==> config.mk <==
export PLATFORM = sky130hd
export DESIGN_NAME = fft_seq_ctrl_flat
export DESIGN_NICKNAME = d
export VERILOG_FILES = /design/src/rtl/fft_pkg.sv /design/src/rtl/fft_seq_ctrl_if.sv /design/src/rtl/fft_addr_gen.sv /design/src/rtl/fft_seq_ctrl.sv /design/src/flat_wrapper.sv
export SDC_FILE = /design/constraint.sdc
export NUM_CORES = 1
export LEC_CHECK = 0
export ABC_AREA = 1
export ABC_CLOCK_PERIOD_IN_PS = 2500
export BUFFER_PORTS_ARGS = -buffer_cell sky130_fd_sc_hd__buf_2
export CAP_MARGIN = 20
export CORE_ASPECT_RATIO = 0.9
export CORE_MARGIN = 4
export CORE_UTILIZATION = 30
export DETAILED_ROUTE_END_ITERATION = 8
export PLACE_DENSITY_LB_ADDON = 0.08
export SLEW_MARGIN = 10
export SYNTH_ARGS = -nofsm -noshare
export SYNTH_HDL_FRONTEND = slang
export SYNTH_HIERARCHICAL = 1
export SYNTH_SLANG_ARGS = --single-unit
==> constraint.sdc <==
create_clock -name clk -period 2.5 [get_ports clk]
set_input_delay 0.5 -clock clk [delete_from_list [all_inputs] [get_ports clk]]
set_output_delay 0.5 -clock clk [all_outputs]
set_load 0.05 [all_outputs]
==> src/rtl/fft_pkg.sv <==
// Shared constants, sequencer state encoding and address helpers for the
// 256-point radix-2 DIF FFT sequencer.
package fft_pkg;
  localparam int N_LOG2   = 8;
  localparam int N        = 1 << N_LOG2;
  localparam int BF_COUNT = N / 2;

  typedef enum logic [2:0] {IDLE, LOAD, CALC, DRAIN, UNLOAD} state_e;

  function automatic logic [7:0] bitrev8(input logic [7:0] x);
    logic [7:0] r;
    for (int i = 0; i < 8; i++) r[i] = x[7-i];
    return r;
  endfunction
endpackage

==> src/rtl/fft_seq_ctrl_if.sv <==
// Sample streams and butterfly issue bus between the FFT sequencer (master)
// and the RAM / butterfly datapath (slave).
interface fft_seq_ctrl_if;
  logic       in_valid;
  logic       in_ready;
  logic [7:0] wr_addr;
  logic       bf_valid;
  logic [7:0] addr_a;
  logic [7:0] addr_b;
  logic [6:0] tw_idx;
  logic [2:0] stage;
  logic       out_valid;
  logic       out_ready;
  logic [7:0] rd_addr;

  modport master (
    input  in_valid, out_ready,
    output in_ready, wr_addr, bf_valid, addr_a, addr_b, tw_idx, stage,
           out_valid, rd_addr
  );
  modport slave (
    output in_valid, out_ready,
    input  in_ready, wr_addr, bf_valid, addr_a, addr_b, tw_idx, stage,
           out_valid, rd_addr
  );
endinterface

==> src/rtl/fft_addr_gen.sv <==
// Butterfly operand / twiddle address decode for one DIF stage: splits k at
// bit (7-stage) and inserts the pair-select bit there.
module fft_addr_gen (
  input  logic [2:0] stage,
  input  logic [6:0] k,
  output logic [7:0] addr_a,
  output logic [7:0] addr_b,
  output logic [6:0] tw_idx
);
  logic [7:0] span, mask, kx;

  assign span   = 8'd1 << (3'd7 - stage);
  assign mask   = span - 8'd1;
  assign kx     = {1'b0, k};
  // high part of k moves up one bit to open a zero at the span position
  assign addr_a = ((kx & ~mask) << 1) | (kx & mask);
  assign addr_b = addr_a | span;
  assign tw_idx = 7'((kx & mask) << stage);
endmodule

==> src/rtl/fft_seq_ctrl.sv <==
// Frame sequencer for the 256-point in-place DIF FFT: LOAD, 8x(CALC+DRAIN),
// bit-reversed UNLOAD. Optional inverse-FFT control under FFT_SEQ_CTRL_IFFT_EN.
module fft_seq_ctrl
  import fft_pkg::*;
#(
  parameter int BF_LAT = 4
) (
  input  logic           clk,
  input  logic           rst_n,
  input  logic           start,
`ifdef FFT_SEQ_CTRL_IFFT_EN
  input  logic           inv,
  output logic           tw_conj,
`endif
  fft_seq_ctrl_if.master bus,
  output logic           busy,
  output logic           done
);
  state_e            state;
  logic [N_LOG2-1:0] cnt;
  logic [N_LOG2-2:0] k;
  logic [2:0]        stg;
  logic [3:0]        dcnt;
  logic [7:0]        ag_a, ag_b;
  logic [6:0]        ag_tw;

  always_ff @(posedge clk or negedge rst_n) begin
    if (!rst_n) begin
      state <= IDLE;
      cnt   <= '0;
      k     <= '0;
      stg   <= '0;
      dcnt  <= '0;
      done  <= 1'b0;
    end else begin
      done <= 1'b0;
      unique case (state)
        IDLE: if (start) begin
          state <= LOAD;
          cnt   <= '0;
        end
        LOAD: if (bus.in_valid) begin
          cnt <= cnt + 1'b1;  // wraps to 0 on exit, ready for UNLOAD reuse
          if (&cnt) begin
            state <= CALC;
            stg   <= '0;
            k     <= '0;
          end
        end
        CALC: begin
          k <= k + 1'b1;
          if (&k) begin
            state <= DRAIN;
            dcnt  <= '0;
          end
        end
        DRAIN: begin
          dcnt <= dcnt + 1'b1;
          if (dcnt == 4'(BF_LAT - 1)) begin
            if (stg == 3'(N_LOG2 - 1)) begin
              state <= UNLOAD;
              cnt   <= '0;
            end else begin
              stg   <= stg + 1'b1;
              state <= CALC;
            end
          end
        end
        UNLOAD: if (bus.out_ready) begin
          cnt <= cnt + 1'b1;
          if (&cnt) begin
            state <= IDLE;
            stg   <= '0;
            done  <= 1'b1;
          end
        end
        default: state <= IDLE;
      endcase
    end
  end

`ifdef FFT_SEQ_CTRL_IFFT_EN
  logic inv_q;

  always_ff @(posedge clk or negedge rst_n) begin
    if (!rst_n)                     inv_q <= 1'b0;
    else if (state == IDLE && start) inv_q <= inv;
  end

  assign tw_conj = inv_q && (state == CALC);
`endif

  fft_addr_gen u_addr_gen (
    .stage  (stg),
    .k      (k),
    .addr_a (ag_a),
    .addr_b (ag_b),
    .tw_idx (ag_tw)
  );

  // addresses are forced to 0 outside their phase so idle outputs stay quiet
  assign bus.in_ready  = (state == LOAD);
  assign bus.wr_addr   = bus.in_ready ? cnt : '0;
  assign bus.bf_valid  = (state == CALC);
  assign bus.addr_a    = bus.bf_valid ? ag_a  : '0;
  assign bus.addr_b    = bus.bf_valid ? ag_b  : '0;
  assign bus.tw_idx    = bus.bf_valid ? ag_tw : '0;
  assign bus.stage     = stg;
  assign bus.out_valid = (state == UNLOAD);
  assign bus.rd_addr   = bus.out_valid ? bitrev8(cnt) : '0;
  assign busy          = (state != IDLE);
endmodule

==> src/flat_wrapper.sv <==
// flat-port wrapper written by rule: the top's interface ports become plain ports
module fft_seq_ctrl_flat import fft_pkg::*;
#(
  parameter int BF_LAT = 4
)
  (clk, rst_n, start, busy, done, bus_in_valid, bus_out_ready, bus_in_ready, bus_wr_addr, bus_bf_valid, bus_addr_a, bus_addr_b, bus_tw_idx, bus_stage, bus_out_valid, bus_rd_addr);
  fft_seq_ctrl_if bus_i ();
  input  logic clk;
  input  logic rst_n;
  input  logic start;
  output logic busy;
  output logic done;
  input wire logic [$bits(bus_i.in_valid)-1:0] bus_in_valid;
  input wire logic [$bits(bus_i.out_ready)-1:0] bus_out_ready;
  output wire logic [$bits(bus_i.in_ready)-1:0] bus_in_ready;
  output wire logic [$bits(bus_i.wr_addr)-1:0] bus_wr_addr;
  output wire logic [$bits(bus_i.bf_valid)-1:0] bus_bf_valid;
  output wire logic [$bits(bus_i.addr_a)-1:0] bus_addr_a;
  output wire logic [$bits(bus_i.addr_b)-1:0] bus_addr_b;
  output wire logic [$bits(bus_i.tw_idx)-1:0] bus_tw_idx;
  output wire logic [$bits(bus_i.stage)-1:0] bus_stage;
  output wire logic [$bits(bus_i.out_valid)-1:0] bus_out_valid;
  output wire logic [$bits(bus_i.rd_addr)-1:0] bus_rd_addr;
  assign bus_i.in_valid = bus_in_valid;
  assign bus_i.out_ready = bus_out_ready;
  assign bus_in_ready = bus_i.in_ready;
  assign bus_wr_addr = bus_i.wr_addr;
  assign bus_bf_valid = bus_i.bf_valid;
  assign bus_addr_a = bus_i.addr_a;
  assign bus_addr_b = bus_i.addr_b;
  assign bus_tw_idx = bus_i.tw_idx;
  assign bus_stage = bus_i.stage;
  assign bus_out_valid = bus_i.out_valid;
  assign bus_rd_addr = bus_i.rd_addr;
  fft_seq_ctrl #(.BF_LAT(BF_LAT)) u_core (.clk(clk), .rst_n(rst_n), .start(start), .bus(bus_i), .busy(busy), .done(done));
endmodule
-- Word-level counts from Yosys, hierarchy flattened
Cells that the tools add are included.
- register bits: 26
- bits in latches: 0
- RAM bits: 0
- ROM bits: 0
- word-level logic and storage cells: 81
- memories kept: 0
- add/subtract/negate cells: 6
- $mul: 0
- divide/modulo/power cells: 0
- $lt $le $gt $ge: 0
- eq/ne operators: 15
- shifts and indexed selects: 2
- multiplexer cells: 34
- bitwise operators: 5
- reductions and logical operators: 13
- operators with widths (cell ; number):
    8-bit 2-to-1 mux ; 9
    3-bit 2-to-1 mux ; 13
    8-bit case mux with 4 select lines ; 1
    7-bit 2-to-1 mux ; 3
    8-bit OR ; 2
    3-bit case mux with 5 select lines ; 1
    2-bit != test, second input constant ; 7
    7-bit case mux with 2 select lines ; 1
    7-bit AND reduction ; 2
    3-bit case mux with 3 select lines ; 1
    8-bit by 1-bit adder with 8-bit output, second input constant ; 1
    7-bit by 8-bit AND with 8-bit output ; 1
    4-bit case mux with 2 select lines ; 1
    8-bit AND reduction ; 1
    1-bit by 3-bit << shifter with 8-bit output, first input constant ; 1
    8-bit by 3-bit << shifter with 7-bit output ; 1
    8-bit by 1-bit subtractor with 8-bit output, second input constant ; 1
    7-bit by 1-bit adder with 7-bit output, second input constant ; 1
    7-bit AND ; 1
    7-bit NOT ; 1
    3-bit by 2-bit == test with 1-bit output, second input constant ; 2
    3-bit == test, second input constant ; 2
    6-bit AND reduction ; 1
    3-bit nonzero test ; 2
    14 further kinds ; 18

-- Longest topological paths before layout
- depth after elaboration: 8
- mapped depth: 13
- mapped depth without buffers: 13

-- Hierarchy
Netlist, hierarchy kept.
- modules (own cells, without submodules) (module ; instances ; cells an instance ; area an instance (µm²) ; seq. area each (µm²)):
    fft_seq_ctrl ; 1 ; 285 ; 1868.0 ; 650.6
    fft_addr_gen ; 1 ; 100 ; 475.5 ; 0.0

-- Worst setup path after synthesis
No wires, ideal clock.
- path type: register to output
- start point: reg u_core.stg[2], in the netlist u_core/bus.stage[2]
- end point: out bus_tw_idx[3]
- arrival time: 2574 ps
- data required time: 2000 ps
- slack: -574 ps
- stages on the path, launching flop included: 11
- path buffers: 1
- path through: dfrtp_1 -> buf_6 -> nand3_1 -> ha_1 -> inv_1 -> nand2_1 -> o21ai_0 -> inv_1 -> o22ai_1 -> inv_1 -> nor2_1
- cells in the longest elaborated chain, start to end: 6
- RTL lines (item ; RTL line ; source):
    start: declaration ; fft_seq_ctrl.sv:22 ; logic [2:0] stg;
    start signal: assignment ; fft_seq_ctrl.sv:64 ; stg <= stg + 1'b1;
    3-bit subtractor ; fft_addr_gen.sv:12 ; assign span = 8'd1 << (3'd7 - stage);
    1-bit by 3-bit << shifter with 8-bit output ; fft_addr_gen.sv:12 ;
    8-bit by 1-bit subtractor with 8-bit output ; fft_addr_gen.sv:13 ; assign mask = span - 8'd1;
    7-bit by 8-bit AND with 8-bit output ; fft_addr_gen.sv:18 ; assign tw_idx = 7'((kx & mask) << stage);
    8-bit by 3-bit << shifter with 7-bit output * ; fft_addr_gen.sv:18 ;
    via u_core.ag_tw[3] ; fft_seq_ctrl.sv:25 ; logic [6:0] ag_tw;
    7-bit 2-to-1 mux * ; fft_seq_ctrl.sv:107 ; assign bus.tw_idx = bus.bf_valid ? ag_tw : '0;
    end: declaration ; flat_wrapper.sv:20 ; output wire logic [$bits(bus_i.tw_idx)-1:0] bus_tw_idx;
Mark *: on every way through the listed nets, which the timed path passes. The rest lies on a longest branch.

-- Worst setup path after layout
- start point: reg u_core.stg[0], in the netlist u_core/bus.stage[0]
- end point: out bus_tw_idx[6]
Same word-level chain as after synthesis.

==> run metrics <==
setup_tns=0 ns; Cells after Synth=385; Place WS=0.07391 ns; Wirelength per Cell=11.86 µm; maximum vdd drop=0.1837 mV; sequential area share after synthesis=0.2776; crit-path cells=buf_4, buf_4, nand3_1, nand2_2, nand4_1, a21oi_2, nor2_1, nand2_1, inv_2, nor2_4, buf_8; count of final hold-check violations=0; DR pass1 iterations=4; Slew headroom=0.5872; initial core utilization=0.3091; commonest non-fill, non-tap cells in the layout=nand2_1 (93), inv_1 (63), nor2_1 (52); most common cell after layout, fill and taps aside=nand2_1; Finish-stage setup viols=0; final-report max-slew violation count=0; leakage power=1.689 nW; hold crit path type=input port to asynchronous set/reset pin; Fill cells=814; HPWL Detailed=5.079 mm; Max Clk Rate=401.1 MHz; WL final=6.501 mm; Worst Skew=0.001484 ns; Die X=101.2 µm; largest net degree at the start of global routing=27; Post-route DRC=0; area share of fa/ha/maj cells after synthesis=0.03203; H-tree depth=1; share of post-route cells with drive strength above 1=0.3385; final setup margin=0.006570 ns; Vias/cell=4.491; slowest CP cell=dfrtp_2; vias in the first global route=2247; CTS Sinks=26; synthesis-stage register bit count=26; Ports=52; via count=2461; area growth from synthesis to layout=37.00%; post-synthesis mux area share=0; main combinational cell family by area after synthesis=simple AND/OR/NAND/NOR gates; Synth Area in XOR/XNOR=0.01495; root buf cell=clkbuf_8; Clock Tree Buf Depth=2; post-synthesis compound-gate area fraction=0.09290; clock latency on the worst-skew pair=0.27 ns; Crit Path Class=flop to primary output; CP peak stage delay=0.39 ns; TritonCTS clock tree=built; Die Ht=91.85 µm; Post-Synthesis Cell Area=0.002343 mm²; initial antenna violation count=0; most used cell, CP=buf_4; Synth cell types=32; P per Cell Area=222.9 mW/mm²; Critical Path AT=1.99 ns; hold_buf cts=0; Final #Nets=464; final core occ=0.4234; final period utilization=0.9974; worst-margin pin slew=0.6192 ns; simple-gate area share of the yosys netlist=0.4351; Period minus WS final=2.493 ns; # rows=30; syn nets=396; area of the die=0.009292 mm²; post-route ant nets=0; TritonCTS Buffers=3; clock transition at the registers of the reported paths=0.10 ns; core footprint=0.007582 mm²; Critical Path Start Type=flop; Inserted Diodes=0; total power=0.0007157 W; first-pass GRT wire length=10.90 mm; Mapped Avg Cell Area=6.087 µm²; dpl cell area=0.002863 mm²; RSZ-0062 raised after global routing=yes; status=completed; worst path required time=2.00 ns; total track usage=0.1402; crit path max fanout=13; port buffer count=51; nature of the critical path endpoint=primary output; max_cap viols=0; total congestion overflow=0; Ys Warns=6; 1st-iter DRT viols=94; gp weighted congestion=0.8558; design area=0.003211 mm²
[final timing paths]
path | end | slack [ns] | startpoint | cells after the start
max | bus_tw_idx[6] | 0.007 | u_core/bus.stage[0] | 11
min | u_core/cnt[3] | 0.22 | rst_n | 1
max reg2reg | u_core/state[2] | 0.75 | u_core/k[0] | 9
min reg2reg | u_core/dcnt[1] | 0.51 | u_core/dcnt[1] | 2
max in group asynchronous | u_core/bus.stage[2] | 1.83 | rst_n | 1
min in group clk | u_core/done | 0.47 | bus_out_ready | 3
[cell usage after synthesis (all sizes together)]
library cell | count | area, µm²
o31ai | 1 | 7.510
o311ai | 1 | 8.760
o21ai | 21 | 116.4
a21oi | 9 | 45.04
xor2 | 4 | 35.03
buf | 5 | 46.29
nor2 | 76 | 300.3
a21boi | 1 | 11.26
nor3 | 2 | 10.01
nand3 | 35 | 217.7
nand2 | 108 | 445.4
ha | 6 | 75.07
o22ai | 1 | 6.260
nand4 | 4 | 25.02
or2 | 1 | 6.260
o211ai | 3 | 22.52
clkbuf | 3 | 11.26
dfrtp | 26 | 650.6
nand3b | 2 | 15.01
inv | 76 | 287.8
[metal layers]
metal	vias to the layer above	share of wire	GRT usage	wire length [µm]
li1	1318	-	-	-
met1	1092	0.53	0.2226	3450
met2	49	0.42	0.2042	2732
met3	2	0.047	0.02357	304
met4	0	0.0022	0.009967	14
met5	-	0	0	0
[critical path, delay by kind of cell (launching register included)]
kind	cells	cell delay, ns
AOI/OAI and AO/OA	1	0.16
and+or+nand+nor	6	0.64
DFF	1	0.39
buffers and inverters	4	0.52
[cells by family after synthesis]
| group | after synthesis |
|---|---|
| AND/OR/NAND/NOR | 228 |
| buffers and inverters | 84 |
| AO/OA/AOI/OAI | 37 |
| flip-flops | 26 |
| adder cells (fa/ha/maj) | 6 |
| XOR/XNOR | 4 |
[report_power, final]
group	leakage [nW]	switching, W	internal [W]
Sequential	0.329	0	0.000420
Clock	0.0288	0.000142	0.000141
Combinational	1.33	0.0000101	0.00000253
Total	1.69	0.000152	0.000564
[what timing repair did]
action	4_1_cts	5_1_grt
gates resized for setup	23	56
setup buffers	3	5
setup endpoints to repair	13	19
endpoints found under the hold margin	0	0
pin swaps	4	19
[registers in the layout, indices dropped and copies added, names as in the netlist]
register and flops:
u_core/cnt 8, u_core/k 7, u_core/dcnt 4, u_core/bus.stage 3, u_core/state 3, u_core/done 1
[cell type report]
cell class | instances | area (µm²) | area share
clock buffer | 4 | 55.05 | 0.01715
inverter | 76 | 299.0 | 0.09314
multi-input combinational | 275 | 1549 | 0.4825
sequential | 26 | 654.4 | 0.2038
tap | 96 | 120.1 | 0.03741
timing repair buffer | 71 | 533.0 | 0.1660
[through the flow]
| step | cells | hold slack (ns) |
|---|---|---|
| final | 548 | 0.2236 |
| after global routing | 548 | 0.2811 |
| after CTS | 543 | 0.2589 |
| after detailed placement | 536 | 0.4947 |
| after global placement | 536 | 0.4897 |
| after floorplan | 385 | 0.2044 |
(Power assumes the default switching activity.)
